## config.mk

```make
export PLATFORM = sky130hd
export DESIGN_NAME = axis_pkt_fsm
export DESIGN_NICKNAME = d
export VERILOG_FILES = /design/src/rtl/axis_pkt_pkg.sv /design/src/rtl/axis_skid_buf.sv /design/src/rtl/axis_pkt_fsm.sv
export SDC_FILE = /design/constraint.sdc
export NUM_CORES = 1
export LEC_CHECK = 0
export BUFFER_PORTS_ARGS = -buffer_cell sky130_fd_sc_hd__buf_2
export CAP_MARGIN = 20
export CORE_MARGIN = 4
export CORE_UTILIZATION = 36
export DETAILED_ROUTE_END_ITERATION = 7
export PLACE_DENSITY = 0.62
export SYNTH_ARGS = -nofsm -noshare
export SYNTH_HDL_FRONTEND = slang
export SYNTH_SLANG_ARGS = --single-unit
export TNS_END_PERCENT = 10
```

## constraint.sdc

```tcl
create_clock -name aclk -period 2.9 [get_ports aclk]
set_input_delay 0.58 -clock aclk [delete_from_list [all_inputs] [get_ports aclk]]
set_output_delay 0.58 -clock aclk [all_outputs]
set_load 0.02 [all_outputs]
```

## src/rtl/axis_pkt_pkg.sv

```systemverilog
// Shared types for the AXI-stream packet forwarder.
// FSM states, beat bundle and its builder.
package axis_pkt_pkg;

  localparam int BEAT_DATA_W = 64;

  typedef enum logic [1:0] {
    IDLE,
    PAYLOAD,
    DROP
  } state_e;

  typedef struct packed {
    logic [BEAT_DATA_W-1:0] data;
    logic                   last;
  } beat_t;

  function automatic beat_t mk_beat(
    input logic [BEAT_DATA_W-1:0] d,
    input logic                   l
  );
    beat_t b;
    b.data = d;
    b.last = l;
    return b;
  endfunction

endpackage

```

## src/rtl/axis_skid_buf.sv

```systemverilog
// Two-entry skid buffer with a registered upstream ready.
// Head entry drives the outputs directly, so they hold during stalls.
module axis_skid_buf
  import axis_pkt_pkg::*;
#(
  parameter int DATA_W = 8
) (
  input  logic              clk_i,
  input  logic              rst_ni,
  input  logic [DATA_W-1:0] in_data_i,
  input  logic              in_last_i,
  input  logic              in_valid_i,
  output logic              in_ready_o,
  output logic [DATA_W-1:0] out_data_o,
  output logic              out_last_o,
  output logic              out_valid_o,
  input  logic              out_ready_i
);

  beat_t      head_q, head_d;
  beat_t      tail_q, tail_d;
  beat_t      in_b;
  logic [1:0] cnt_q, cnt_d;
  logic       rdy_q;
  logic       push, pop;
  logic       unused_hi;

  assign in_b = mk_beat(BEAT_DATA_W'(in_data_i), in_last_i);

  assign push        = in_valid_i & rdy_q;
  assign out_valid_o = cnt_q != 2'd0;
  assign pop         = out_valid_o & out_ready_i;

  always_comb begin
    head_d = head_q;
    tail_d = tail_q;
    cnt_d  = cnt_q;
    unique case ({push, pop})
      2'b10: begin
        cnt_d = cnt_q + 2'd1;
        if (cnt_q == 2'd0) head_d = in_b;
        else               tail_d = in_b;
      end
      2'b01: begin
        cnt_d  = cnt_q - 2'd1;
        head_d = tail_q;
      end
      2'b11: begin
        head_d = (cnt_q == 2'd2) ? tail_q : in_b;
        tail_d = in_b;
      end
      default: ;
    endcase
  end

  // Ready is the registered image of "fewer than two held".
  always_ff @(posedge clk_i or negedge rst_ni) begin
    if (!rst_ni) begin
      head_q <= '0;
      tail_q <= '0;
      cnt_q  <= '0;
      rdy_q  <= 1'b0;
    end else begin
      head_q <= head_d;
      tail_q <= tail_d;
      cnt_q  <= cnt_d;
      rdy_q  <= cnt_d != 2'd2;
    end
  end

  assign in_ready_o = rdy_q;
  assign out_data_o = head_q.data[DATA_W-1:0];
  assign out_last_o = head_q.last;
  assign unused_hi  = ^head_q.data;

endmodule

```

## src/rtl/axis_pkt_fsm.sv

```systemverilog
// Packet forwarder: truncates at MAX_BEATS and drops the remainder.
// Reports length and a running count of forwarded packets.
module axis_pkt_fsm
  import axis_pkt_pkg::*;
#(
  parameter  int DATA_W    = 8,
  parameter  int MAX_BEATS = 16,
  localparam int CNT_W     = $clog2(MAX_BEATS + 1)
) (
  input  logic              aclk,
  input  logic              aresetn,
  input  logic [DATA_W-1:0] data_in,
  input  logic              tvalid,
  input  logic              tlast,
  output logic              tready,
  output logic [DATA_W-1:0] data_out,
  output logic              tvalid_out,
  output logic              tlast_out,
  input  logic              tready_in,
  output logic              trunc_err,
  output logic [CNT_W-1:0]  pkt_len,
  output logic              pkt_done,
  output logic [15:0]       pkt_count
);

  state_e           state_q, state_d;
  logic [CNT_W-1:0] cnt_q, cnt_d;
  logic [CNT_W-1:0] len_q, len_d;
  logic [CNT_W-1:0] beat_n;
  logic [15:0]      count_q;
  logic             done_q, done_d;
  logic             trunc_q, trunc_d;
  logic             buf_ready;
  logic             acc;
  logic             enq, enq_last;

  assign tready = buf_ready | (state_q == DROP);
  assign acc    = tvalid & tready;
  assign beat_n = (state_q == IDLE) ? CNT_W'(1)
                                    : cnt_q + CNT_W'(1);

  always_comb begin
    state_d  = state_q;
    cnt_d    = cnt_q;
    len_d    = len_q;
    done_d   = 1'b0;
    trunc_d  = 1'b0;
    enq      = 1'b0;
    enq_last = tlast;
    unique case (state_q)
      IDLE, PAYLOAD: begin
        if (acc) begin
          enq   = 1'b1;
          cnt_d = beat_n;
          if (tlast) begin
            state_d = IDLE;
            done_d  = 1'b1;
            len_d   = beat_n;
          end else if (beat_n == CNT_W'(MAX_BEATS)) begin
            state_d  = DROP;
            enq_last = 1'b1;
            trunc_d  = 1'b1;
            done_d   = 1'b1;
            len_d    = beat_n;
          end else begin
            state_d = PAYLOAD;
          end
        end
      end
      // Tail of an over-long packet: swallow until its tlast.
      DROP: begin
        if (acc && tlast) state_d = IDLE;
      end
      default: state_d = IDLE;
    endcase
  end

  always_ff @(posedge aclk or negedge aresetn) begin
    if (!aresetn) begin
      state_q <= IDLE;
      cnt_q   <= '0;
      len_q   <= '0;
      count_q <= '0;
      done_q  <= 1'b0;
      trunc_q <= 1'b0;
    end else begin
      state_q <= state_d;
      cnt_q   <= cnt_d;
      len_q   <= len_d;
      count_q <= count_q + {15'd0, done_d};
      done_q  <= done_d;
      trunc_q <= trunc_d;
    end
  end

  axis_skid_buf #(
    .DATA_W (DATA_W)
  ) u_skid (
    .clk_i       (aclk),
    .rst_ni      (aresetn),
    .in_data_i   (data_in),
    .in_last_i   (enq_last),
    .in_valid_i  (enq),
    .in_ready_o  (buf_ready),
    .out_data_o  (data_out),
    .out_last_o  (tlast_out),
    .out_valid_o (tvalid_out),
    .out_ready_i (tready_in)
  );

  assign trunc_err = trunc_q;
  assign pkt_done  = done_q;
  assign pkt_len   = len_q;
  assign pkt_count = count_q;

endmodule

```

Yosys cells after proc, flatten, opt, wreduce, memory -nomap -nowiden
Cells that the tools add are included.
{"block": "totals", "regBits": 51, "latch_bits": 0, "ram_bits": 0, "romBits": 0, "inputBits": 13, "out_inout_bits": 34, "wordCells": 70, "mem_count": 0}
{"block": "op_classes", "add_sub_neg": 4, "mul": 0, "div_mod_pow": 0, "magnitude_cmp": 0, "eq_ne": 12, "shift": 0, "muxes": 25, "bitwise": 4, "reduce_logical": 13}
{"operator": "two-way mux 9 bit", "count": 3}
{"operator": "case mux 9 bit (3 select lines)", "count": 1}
{"operator": "case mux 9 bit (2 select lines)", "count": 1}
{"operator": "adder 16 x 1 -> 16 bit", "count": 1}
{"operator": "two-way mux 5 bit", "count": 3}
{"operator": "two-way mux 1 bit", "count": 11}
{"operator": "== test 2 bit (second input constant)", "count": 4}
{"operator": "two-way mux 2 bit", "count": 4}
{"operator": "case mux 2 bit (2 select lines)", "count": 2}
{"operator": "AND reduction 2 bit", "count": 4}
{"operator": "inequality test 2 bit (second input constant)", "count": 3}
{"operator": "nonzero test 2 bit", "count": 3}
{"operator": "adder 5 x 1 -> 5 bit (second input constant)", "count": 1}
{"operator": "== test 5 bit (second input constant)", "count": 1}
{"operator": "== test 2 x 1 -> 1 bit (second input constant)", "count": 2}
{"operator": "logical NOT 2 bit", "count": 2}
{"operator": "inequality test 2 x 1 -> 1 bit (second input constant)", "count": 2}
{"operator": "AND 1 bit", "count": 3}
{"operator": "AND reduction 3 bit", "count": 1}
{"operator": "nonzero test 3 bit", "count": 1}
{"operator": "adder 2 x 1 -> 2 bit (second input constant)", "count": 1}
{"operator": "OR reduction 2 bit", "count": 1}
{"operator": "subtractor 2 x 1 -> 2 bit (second input constant)", "count": 1}
{"operator": "logical AND 1 bit", "count": 1}
{"operator": "bitwise OR 1 bit", "count": 1}

Longest topological paths before layout
Gate-level depths: netlist of run 1.
{"block": "depth", "depth_word": 9, "ltp_mapped": 11, "depth_no_buf": 11}

Cells and area by module
A second synthesis of run 1 with hierarchy kept.
{"block": "unflattened", "cells_unflattened": 221, "area_unflattened_um2": 2447.3}
{"mod": "axis_pkt_fsm", "n_inst": 1, "cells_each": 128, "area_each_um2": 1403.8, "seq_area_each_um2": 750.7}
{"mod": "axis_skid_buf", "n_inst": 1, "cells_each": 93, "area_each_um2": 1043.5, "seq_area_each_um2": 525.5}

Worst setup path after synthesis of run 1
Ideal clock, no wire load.
{"block": "synth_timing", "kind": "reg-to-reg", "startpoint": "reg cnt_q[0]", "endpoint": "reg count_q[10] (netlist: pkt_count[10])", "setup_time_ps": 80, "t_arrival_ps": 2295, "t_required_ps": 2820, "slack_ps": 526, "path_stages_with_launch": 12, "path_buffers": 0, "synth_period_minus_slack_ps": 2374, "path_cell_list": "dfrtp_1 -> ha_1 -> xor2_1 -> nor3_2 -> a31oi_4 -> nor2_4 -> ha_1 -> ha_1 -> nand3_1 -> nor2_1 -> and3_1 -> xor2_1"}
{"block": "synth_between", "elab_chain_len": 8}
{"element": "start: declaration", "line": "axis_pkt_fsm.sv:27", "rtl": "logic [CNT_W-1:0] cnt_q, cnt_d;"}
{"element": "start signal: assignment", "line": "axis_pkt_fsm.sv:88", "rtl": "cnt_q <= cnt_d;"}
{"element": "adder 5 x 1 -> 5 bit", "line": "axis_pkt_fsm.sv:40", "rtl": ": cnt_q + CNT_W'(1);"}
{"element": "two-way mux 5 bit", "line": "axis_pkt_fsm.sv:39", "rtl": "assign beat_n = (state_q == IDLE) ? CNT_W'(1)"}
{"element": "== test 5 bit", "line": "axis_pkt_fsm.sv:59", "rtl": "end else if (beat_n == CNT_W'(MAX_BEATS)) begin"}
{"element": "two-way mux 1 bit", "line": "axis_pkt_fsm.sv:59"}
{"element": "two-way mux 1 bit", "line": "axis_pkt_fsm.sv:55", "rtl": "if (tlast) begin"}
{"element": "two-way mux 1 bit", "line": "axis_pkt_fsm.sv:52", "rtl": "if (acc) begin"}
{"element": "two-way mux 1 bit", "line": "axis_pkt_fsm.sv:50", "rtl": "unique case (state_q)"}
{"element": "via done_d", "line": "axis_pkt_fsm.sv:31", "rtl": "logic done_q, done_d;"}
{"element": "adder 16 x 1 -> 16 bit", "line": "axis_pkt_fsm.sv:90", "rtl": "count_q <= count_q + {15'd0, done_d};"}
{"element": "end signal: assignment", "line": "axis_pkt_fsm.sv:90"}
{"element": "end: declaration", "line": "axis_pkt_fsm.sv:30", "rtl": "logic [15:0] count_q;"}
The timed path passes the listed nets, and every way through them passes these cells.
A chain may end at the register's enable or synchronous reset.

Worst setup path after layout of run 1
Same ends and word-level chain as after synthesis.

==> impl_metrics.json, run 1 <==
{
  "timing.reg2reg.setup_slack_ps": 260,
  "design_area_um2": 2765,
  "critPathLaunch": "cnt_q[0]",
  "synth.cell_area_um2": 2307,
  "areaGrowthSynthToFinish_pct": 19.85,
  "vdd_drop_max_mv": 0.4358,
  "cp-start-kind": "flip-flop",
  "layout_min_cycle_time_ps": 2637,
  "fmax_mhz": 379.2,
  "grt_util_all_layers": 0.1222,
  "hold_buffers": 0,
  "grt_pass1_wl_mm": 7.327,
  "cts-root-buf": "clkbuf_8",
  "worst_pin_slew_ps": 732.6,
  "synth.distinct_cells": 38,
  "post-cts-setup-buffers": 0,
  "grt_max_degree": 34,
  "cts_sinks": 51,
  "layout.nets": 274,
  "worstSetupEndpointType": "flip-flop",
  "synth-edff-count": 0,
  "ioPinCount": 47,
  "synth_most_common_cell": "dfrtp_1",
  "cts_buffer_depth": 2,
  "fin_ws_ps": 262.7,
  "yosysWarnings": 0,
  "max_cap_violations": 0,
  "die_w_um": 88.06,
  "worst_clock_skew_ps": 10.12,
  "numCtsBuffers": 5,
  "die_area_um2": 7754,
  "ant_nets": 0,
  "crit_arrival_ps": 2860,
  "final-setup-viol-count": 0,
  "maxSlewViolCount": 0,
  "route.detailed.drc": 0,
  "dp_slack_ps": 288.9,
  "layout-drive-gt1-share": 0.3125,
  "rsz0062_at_grt": "no",
  "async_reset_ff_frac": 1.000,
  "synthFlopType": "dfrtp_1",
  "die_h_um": 88.06,
  "clk_pin_slew_ps": 90,
  "wire_per_inst_um": 13.47,
  "use_met1": 0.1599,
  "slew_headroom": 0.5116,
  "placed_area_um2": 2633,
  "gr-usage-met3": 0.04327,
  "status": "finished, final reports clean",
  "power.total_uw": 2595,
  "path_class": "flip-flop to flip-flop",
  "reg2reg_depth": 11,
  "cts-htree-levels": 2,
  "syn_inst": 203,
  "dp_hpwl_mm": 3.279,
  "finalCritPeriodShare": 0.9094,
  "yosysSeqAreaShare": 0.5531,
  "crit_end": "pkt_count[10]",
  "netlist.top_cell.by_area": "dfrtp_1",
  "p_per_area_nw_per_um2": 938.5,
  "yosys.area.top_type_share": 0.5531,
  "postSynthAreaPerCell_um2": 11.37,
  "grt_use_met2": 0.1870,
  "r2r_end": "pkt_count[10]",
  "tns_ps": 0,
  "cts.repair.resized": 0,
  "gp_congestion": 0.8004,
  "crit_fanout": 5,
  "overflow": 0,
  "core-area_um2": 6061,
  "reg2reg_from": "cnt_q[0]",
  "cts_tree": "built",
  "first_global_vias": 1538,
  "first_iter_violations": 104,
  "num_rows": 28,
  "antenna_found_initial": 0,
  "synth.area.top_cells": "dfrtp_1 55%, nand2_1 4.2%, mux2_2 3.9%",
  "clk_latency_ps": 300,
  "drt-total-wl_mm": 4.460,
  "io_buffers": 46,
  "start_util": 0.3807,
  "first_pass_iters": 5,
  "via_count": 1611,
  "cp.required_ps": 3130,
  "synth_common_cells": "51 x dfrtp_1, 26 x nand2_1, 11 x o21ai_1",
  "hold_viol": 0,
  "leakage_uw": 0.001378,
  "synth_seq_cells": 51,
  "via_per_inst": 4.867,
  "hold_path.class": "input port to async pin",
  "synth.net_count": 222,
  "diodes": 0,
  "grt.busiest_layer": "met2"
}
==> final cells by class <==
class | instances | area [um2]
multi-input combinational | 142 | 991.0
inverter | 7 | 26.28
timing repair buffer | 48 | 245.2
sequential | 51 | 1276
clock inverter | 2 | 60.06
tap | 75 | 93.84
fill | 584 | 3296
clock buffer | 6 | 72.57
==> cells by family (layout without fill, tap and decap cells) <==
| kind of cell | Yosys count | count (layout) | synth area share |
|---|---|---|---|
| buffers and inverters | 10 | 63 | 0.01735 |
| XOR/XNOR | 20 | 20 | 0.07918 |
| flip-flops | 51 | 51 | 0.5531 |
| adder cells (fa/ha/maj) | 6 | 6 | 0.03254 |
| AND/OR/NAND/NOR | 65 | 65 | 0.1497 |
| multiplexers | 9 | 9 | 0.04555 |
| AO/OA/AOI/OAI | 42 | 42 | 0.1226 |
==> cell usage in the layout, fill, tap and decap left out, types with 2 or more instances in the layout <==
master and n:
a21o_1 2, a21oi_1 3, a22oi_1 9, a31oi_1 3, and3_1 4, buf_2 46
buf_4 2, bufinv_16 2, clkbuf_8 5, dfrtp_1 51, ha_1 6, inv_1 5
inv_2 2, mux2_2 8, nand2_1 26, nand3_1 10, nor2_1 9, nor2_4 3
nor2b_1 2, o21ai_0 8, o21ai_1 11, o21ai_2 2, or2_2 2, xnor2_1 9
xor2_1 10
==> critical path, cell delays in order, from the launching register on <==
cell     delay, ps
dfrtp_1        440
ha_1           260
xor2_1         190
nor3_2         260
a31oi_4        180
nor2_4         150
ha_1           220
ha_1           220
nand3_1        140
nor2_1         170
and3_1         190
xor2_1         140
==> flip-flops by register name (all words and copies together), names as in the netlist <==
signal and cells:
pkt_count 16, u_skid.tail_q 9, u_skid.out_data_o 8, cnt_q 5
pkt_len 5, state_q 2, u_skid.cnt_q 2, pkt_done 1
trunc_err 1, u_skid.in_ready_o 1, u_skid.out_last_o 1
==> routing by layer <==
layer / routed length, um / share of wire / up-vias
met3: 298 / 0.067 / 7
li1: - / - / 800
met5: 0 / 0 / -
met2: 2026 / 0.45 / 42
met1: 2042 / 0.46 / 762
met4: 92 / 0.021 / 0
==> per-stage QoR <==
step                hold WS (ps)    util  cells
global route               383.6  0.4562    331
detailed placement         468.3  0.4344    323
CTS                        358.6  0.4562    331
floorplan                  284.4       -    203
global placement           456.4  0.4344    323
finish                     330.5  0.4562    331
==> power by group <==
part           internal [uW]  switching, uW
logic                    364            554
clock network            345            225
registers                938            170
==> worst min path at each step <==
stage                  startpoint       endpoint  slack (ps)  depth (start not counted)
floorplan                 aresetn       cnt_q[0]         280                          0
global route              aresetn     pkt_len[2]         380                          1
CTS                       aresetn     state_q[0]         360                          1
detailed placement  pkt_count[15]  pkt_count[15]         470                          1
global placement    pkt_count[15]  pkt_count[15]         460                          1
finish                    aresetn     state_q[0]         330                          1
(Power assumes the default switching activity.)
==> run 2: changes to the inputs <==
CORE_ASPECT_RATIO = 1.4   (was unset)
==> run 2 against run 1 <==
Clock-buffer cell count stayed put. Worst hold slack lost 280 ps. Register-to-register slack better by 80 ps. Clock power grew 2%. Die area rose by 0.24%. Setup slack better by 78 ps. Utilization decreased by 1.2 points. Critical path depth stayed put. Critical path type unchanged. Largest power group unchanged. Highest routed layer unchanged.
==> impl_metrics.json, run 2 (same netlist as run 1, synthesis figures left out) <==
{
  "crit_fanout": 5,
  "layout_commonest_cell": "dfrtp_1",
  "grt_pass1_wl_mm": 7.369,
  "reg2reg_depth": 11,
  "core-area_um2": 6211,
  "io_buffers": 46,
  "first_iter_violations": 62,
  "cts.repair.resized": 0,
  "cts-root-buf": "clkbuf_8",
  "p_per_area_nw_per_um2": 938.9,
  "leakage_uw": 0.001378,
  "p_sw_frac": 0.3655,
  "cp.required_ps": 3130,
  "layout_common_cells": "51 x dfrtp_1, 46 x buf_2, 26 x nand2_1, 11 x o21ai_1",
  "grt_util_all_layers": 0.1228,
  "wire_per_inst_um": 13.39,
  "finalCritPeriodShare": 0.8826,
  "dp_hpwl_mm": 3.193,
  "tns_ps": 0,
  "num_rows": 34,
  "vdd_drop_max_mv": 0.3221,
  "status": "finished, final reports clean",
  "drt-total-wl_mm": 4.393,
  "hold_viol": 0,
  "cp-start-kind": "flip-flop",
  "gp_congestion": 0.7450,
  "worst_pin_slew_ps": 513.8,
  "reg2reg_from": "cnt_q[0]",
  "first_global_vias": 1565,
  "cts_buffer_depth": 2,
  "cts-htree-levels": 2,
  "first_pass_iters": 4,
  "via_per_inst": 4.887,
  "max_cap_violations": 0,
  "fmax_mhz": 390.7,
  "layout_min_cycle_time_ps": 2560,
  "hold_buffers": 0,
  "layout-drive-gt1-share": 0.3125,
  "final-setup-viol-count": 0,
  "ant_nets": 0,
  "ioPinCount": 47,
  "clk_pin_slew_ps": 100,
  "post-cts-setup-buffers": 0,
  "seqPwrFrac": 0.425,
  "worstSetupEndpointType": "flip-flop",
  "die_area_um2": 7772,
  "start_util": 0.3715,
  "rsz0062_at_grt": "no",
  "cts_tree": "built",
  "timing.reg2reg.setup_slack_ps": 340,
  "largest_reg_flops": 16,
  "die_w_um": 75.66,
  "numCtsBuffers": 5,
  "maxSlewViolCount": 0,
  "p_sw_uw": 947.5,
  "via_count": 1603,
  "cts_sinks": 51,
  "overflow": 0,
  "crit_arrival_ps": 2790,
  "r2r_end": "pkt_count[10]",
  "hold_ws_ps": 51.33,
  "areaGrowthSynthToFinish_pct": 19.69,
  "diodes": 0,
  "grt_max_degree": 30,
  "hold_path.class": "input port to async pin",
  "clkPwrFrac": 0.224,
  "clk_latency_ps": 300,
  "p_int_uw": 1645,
  "antenna_found_initial": 0,
  "worst_clock_skew_ps": 10.52,
  "route.detailed.drc": 0,
  "comb_power_share": 0.351,
  "path_class": "flip-flop to flip-flop",
  "layout.nets": 274,
  "die_h_um": 102.7,
  "slew_headroom": 0.6574
}
==> run 2: final cells by class <==
class	count	area, um2
clock buffer	6	72.57
sequential	51	1276
tap	72	90.09
multi-input combinational	142	991.0
clock inverter	2	60.06
fill	627	3450
timing repair buffer	48	245.2
inverter	7	26.28
==> run 2: power groups by stage <==
stage          sequential (uW)  combinational [uW]  clock, uW
2_1_floorplan             1240                 531          0
3_3_place_gp              1110                 918          0
3_5_place_dp              1120                 924          0
4_1_cts                   1100                 929        602
5_1_grt                   1130                1020        626
6_report                  1100                 911        581
==> run 2: critical path, stage by stage, from the launching register on <==
cell	delay (ps)
dfrtp_1	440
ha_1	260
xor2_1	190
nor3_2	230
a31oi_4	170
nor2_4	140
ha_1	220
ha_1	220
nand3_1	140
nor2_1	170
and3_1	190
xor2_1	130
==> run 2: worst max path at each step <==
| stage | slack, ps | endpoint | from |
|---|---|---|---|
| final | 340 | pkt_count[10] | cnt_q[0] |
| after global routing | 90 | pkt_count[10] | cnt_q[0] |
| after floorplan | 530 | pkt_count[10] | cnt_q[0] |
| after global placement | 410 | pkt_count[10] | cnt_q[0] |
| after detailed placement | 350 | pkt_count[10] | cnt_q[0] |
| after CTS | 320 | pkt_count[10] | cnt_q[0] |
==> run 2: routing by layer <==
metal,track usage,vias to the layer above,part of all wire
li1,-,801,-
met3,0.02927,5,0.051
met1,0.1535,765,0.43
met2,0.2043,32,0.51
met5,0,-,0
met4,0.04441,0,0.010
==> run 2: metrics by stage <==
step / cell area (um2) / utilization / instances / power [uW] / worst slack (ps)
2_1_floorplan: 2307 / - / 203 / 1768 / 525.6
3_3_place_gp: 2629 / 0.4232 / 320 / 2027 / 406.2
3_5_place_dp: 2629 / 0.4232 / 320 / 2040 / 347.0
4_1_cts: 2761 / 0.4446 / 328 / 2632 / 323.1
5_1_grt: 2761 / 0.4446 / 328 / 2778 / 86.11
6_report: 2761 / 0.4446 / 328 / 2593 / 340.4
==> run 3: changes to the inputs <==
SYNTH_HIERARCHICAL = 1   (was unset)
==> run 3 against run 2 <==
Final area rose by 5.3%. Sequential power hardly changed. Die area increased by 5.5%. Clock skew up 1.0 ps. Flip-flop and latch count stayed put. Worst hold slack better by 330 ps. Power is 0.74% higher. Global-route usage increased by 0.95 points. Combinational power rose by 14%. Largest power group unchanged.
==> impl_metrics.json, run 3 <==
{
  "status": "finished, final reports clean",
  "synthFlopType": "dfrtp_1",
  "worst_clock_skew_ps": 11.53,
  "start_util": 0.3701,
  "rsz0062_at_grt": "no",
  "synth.distinct_cells": 45,
  "final-setup-viol-count": 0,
  "layout_min_cycle_time_ps": 2571,
  "overflow": 0,
  "leakage_uw": 0.001307,
  "p_per_area_nw_per_um2": 898.6,
  "async_reset_ff_frac": 1.000,
  "fin_util": 0.4395,
  "hold_buffers": 0,
  "num_rows": 35,
  "hold_path.class": "input port to async pin",
  "synth.area.top_cells": "dfrtp_1 52%, xnor2_1 5.0%, mux2_2 4.6%",
  "hold_ws_ps": 378.1,
  "max_cap_violations": 0,
  "cts_tree": "built",
  "postSynthAreaPerCell_um2": 11.07,
  "grt_util_all_layers": 0.1323,
  "slew_headroom": 0.4372,
  "synth_seq_cells": 51,
  "areaGrowthSynthToFinish_pct": 18.76,
  "netlist.top_cell.by_area": "dfrtp_1",
  "vdd_drop_max_mv": 0.4029,
  "worst_pin_slew_ps": 844.2,
  "syn_inst": 221,
  "wire_per_inst_um": 14.27,
  "via_per_inst": 5.052,
  "reg2reg_depth": 11,
  "placed_area_um2": 2798,
  "cpMostUsedCell": "ha_1",
  "route.detailed.drc": 0,
  "worstSetupEndpointType": "flip-flop",
  "path_class": "flip-flop to flip-flop",
  "crit_chain": "ha_1 > xor2_1 > or3_1 > nor3_2 > o21a_1 > ha_1 > ha_1 > nand2_1 > nor3_2 > nand2_1 > xnor2_1",
  "reg2reg_from": "cnt_q[0]",
  "cts_sinks": 51,
  "clk_latency_ps": 300,
  "layout_common_cells": "51 x dfrtp_1, 46 x buf_2, 19 x nand2_1, 17 x o21ai_0, 14 x xnor2_1",
  "largest_reg_flops": 16,
  "cp.depth": 11,
  "maxSlewViolCount": 0,
  "finalCritPeriodShare": 0.8864,
  "synth-edff-count": 0,
  "yosysSeqAreaShare": 0.5215,
  "first_global_vias": 1880,
  "yosys.area.top_type_share": 0.5215,
  "cp-start-kind": "flip-flop",
  "cts_buffer_depth": 2,
  "yosysWarnings": 6,
  "synth_most_common_cell": "dfrtp_1",
  "ioPinCount": 47,
  "cp.required_ps": 3090,
  "cts-root-buf": "clkbuf_8",
  "critPathLaunch": "cnt_q[0]",
  "layout-drive-gt1-share": 0.3199,
  "drt-total-wl_mm": 5.195,
  "layout_commonest_cell": "dfrtp_1",
  "synth.cell_area_um2": 2447,
  "crit_fanout": 5,
  "first_pass_iters": 4,
  "cp_slowest_cell": "dfrtp_1",
  "fmax_mhz": 389.0,
  "diodes": 0,
  "critPathTopFamily": "simple AND/OR/NAND/NOR gates",
  "ant_nets": 0,
  "crit_path_max_incr_delay_ps": 440,
  "die_h_um": 105.6,
  "first_iter_violations": 91,
  "core-area_um2": 6613,
  "io_buffers": 46,
  "synth_common_cells": "51 x dfrtp_1, 19 x nand2_1, 17 x o21ai_0",
  "gp_congestion": 0.8064,
  "dp_hpwl_mm": 3.791,
  "grt_max_degree": 39,
  "antenna_found_initial": 0,
  "numCtsBuffers": 5,
  "path_buf_inv": 0,
  "synth.net_count": 240,
  "design_area_um2": 2907,
  "die_w_um": 77.69,
  "clk_pin_slew_ps": 90,
  "layout.nets": 290,
  "hold_viol": 0,
  "via_count": 1839,
  "die_area_um2": 8200,
  "cts-htree-levels": 2,
  "grt_pass1_wl_mm": 8.769,
  "tns_ps": 0,
  "crit_arrival_ps": 2760
}
==> run 3: cell count changes after synthesis, sizes merged, moves of 5 or more <==
cell	previous run	this run
a22oi	9	0
a31oi	4	9
nand2	26	19
nor2	12	4
nor3	1	15
o211ai	0	9
xor2	10	5
==> run 3: cells by family (layout without fill, tap and decap cells) <==
group,Yosys count,in the layout,share of synthesized area
buffers and inverters,12,63,0.02096
adders and majority gates,6,6,0.03067
and+or+nand+nor,69,69,0.1559
DFF,51,51,0.5215
muxes,12,12,0.05931
AOI/OAI and AO/OA,52,52,0.1437
xor gates and xnor gates,19,19,0.06800
==> run 3: final timing paths <==
| path | end | slack [ps] |
|---|---|---|
| min | pkt_count[6] | 380 |
| max in group asynchronous | u_skid/in_ready_o | 1780 |
| min in group aclk | pkt_count[15] | 460 |
| max reg2reg | pkt_count[12] | 330 |
| max | pkt_count[12] | 330 |
| min reg2reg | pkt_count[15] | 460 |
==> run 3: layout make-up <==
cell class / instances / area (um2)
clock buffers: 7 / 96.34
clock inverters: 1 / 7.507
fillers: 636 / 3706
inverters: 3 / 11.26
multi-input cells: 158 / 1125
flip-flops and latches: 51 / 1276
well taps: 92 / 115.1
repair buffers: 52 / 275.3
==> run 3: timing repair <==
action,in CTS,in global routing
setup buffers,0,0
gates resized for setup,0,1
endpoints found under the setup margin,0,3
==> run 3: through the flow <==
stage | total power, uW | instances | worst slack (ps)
2_1_floorplan | 1866 | 221 | 371.1
4_1_cts | 2645 | 364 | 194.8
5_1_grt | 2798 | 364 | 38.73
6_report | 2612 | 364 | 329.4
3_5_place_dp | 2192 | 356 | 228.8
3_3_place_gp | 2174 | 356 | 317.5
==> run 3: layer usage <==
metal,GRT usage,wire length [um]
met1,0.1554,2201
met2,0.2322,2731
met3,0.02564,147
met4,0.05471,114
met5,0,0
==> run 3: power by group <==
part,switching [uW],internal [uW]
clock,229,217
sequential,185,942
combinational,602,437
total,1020,1600
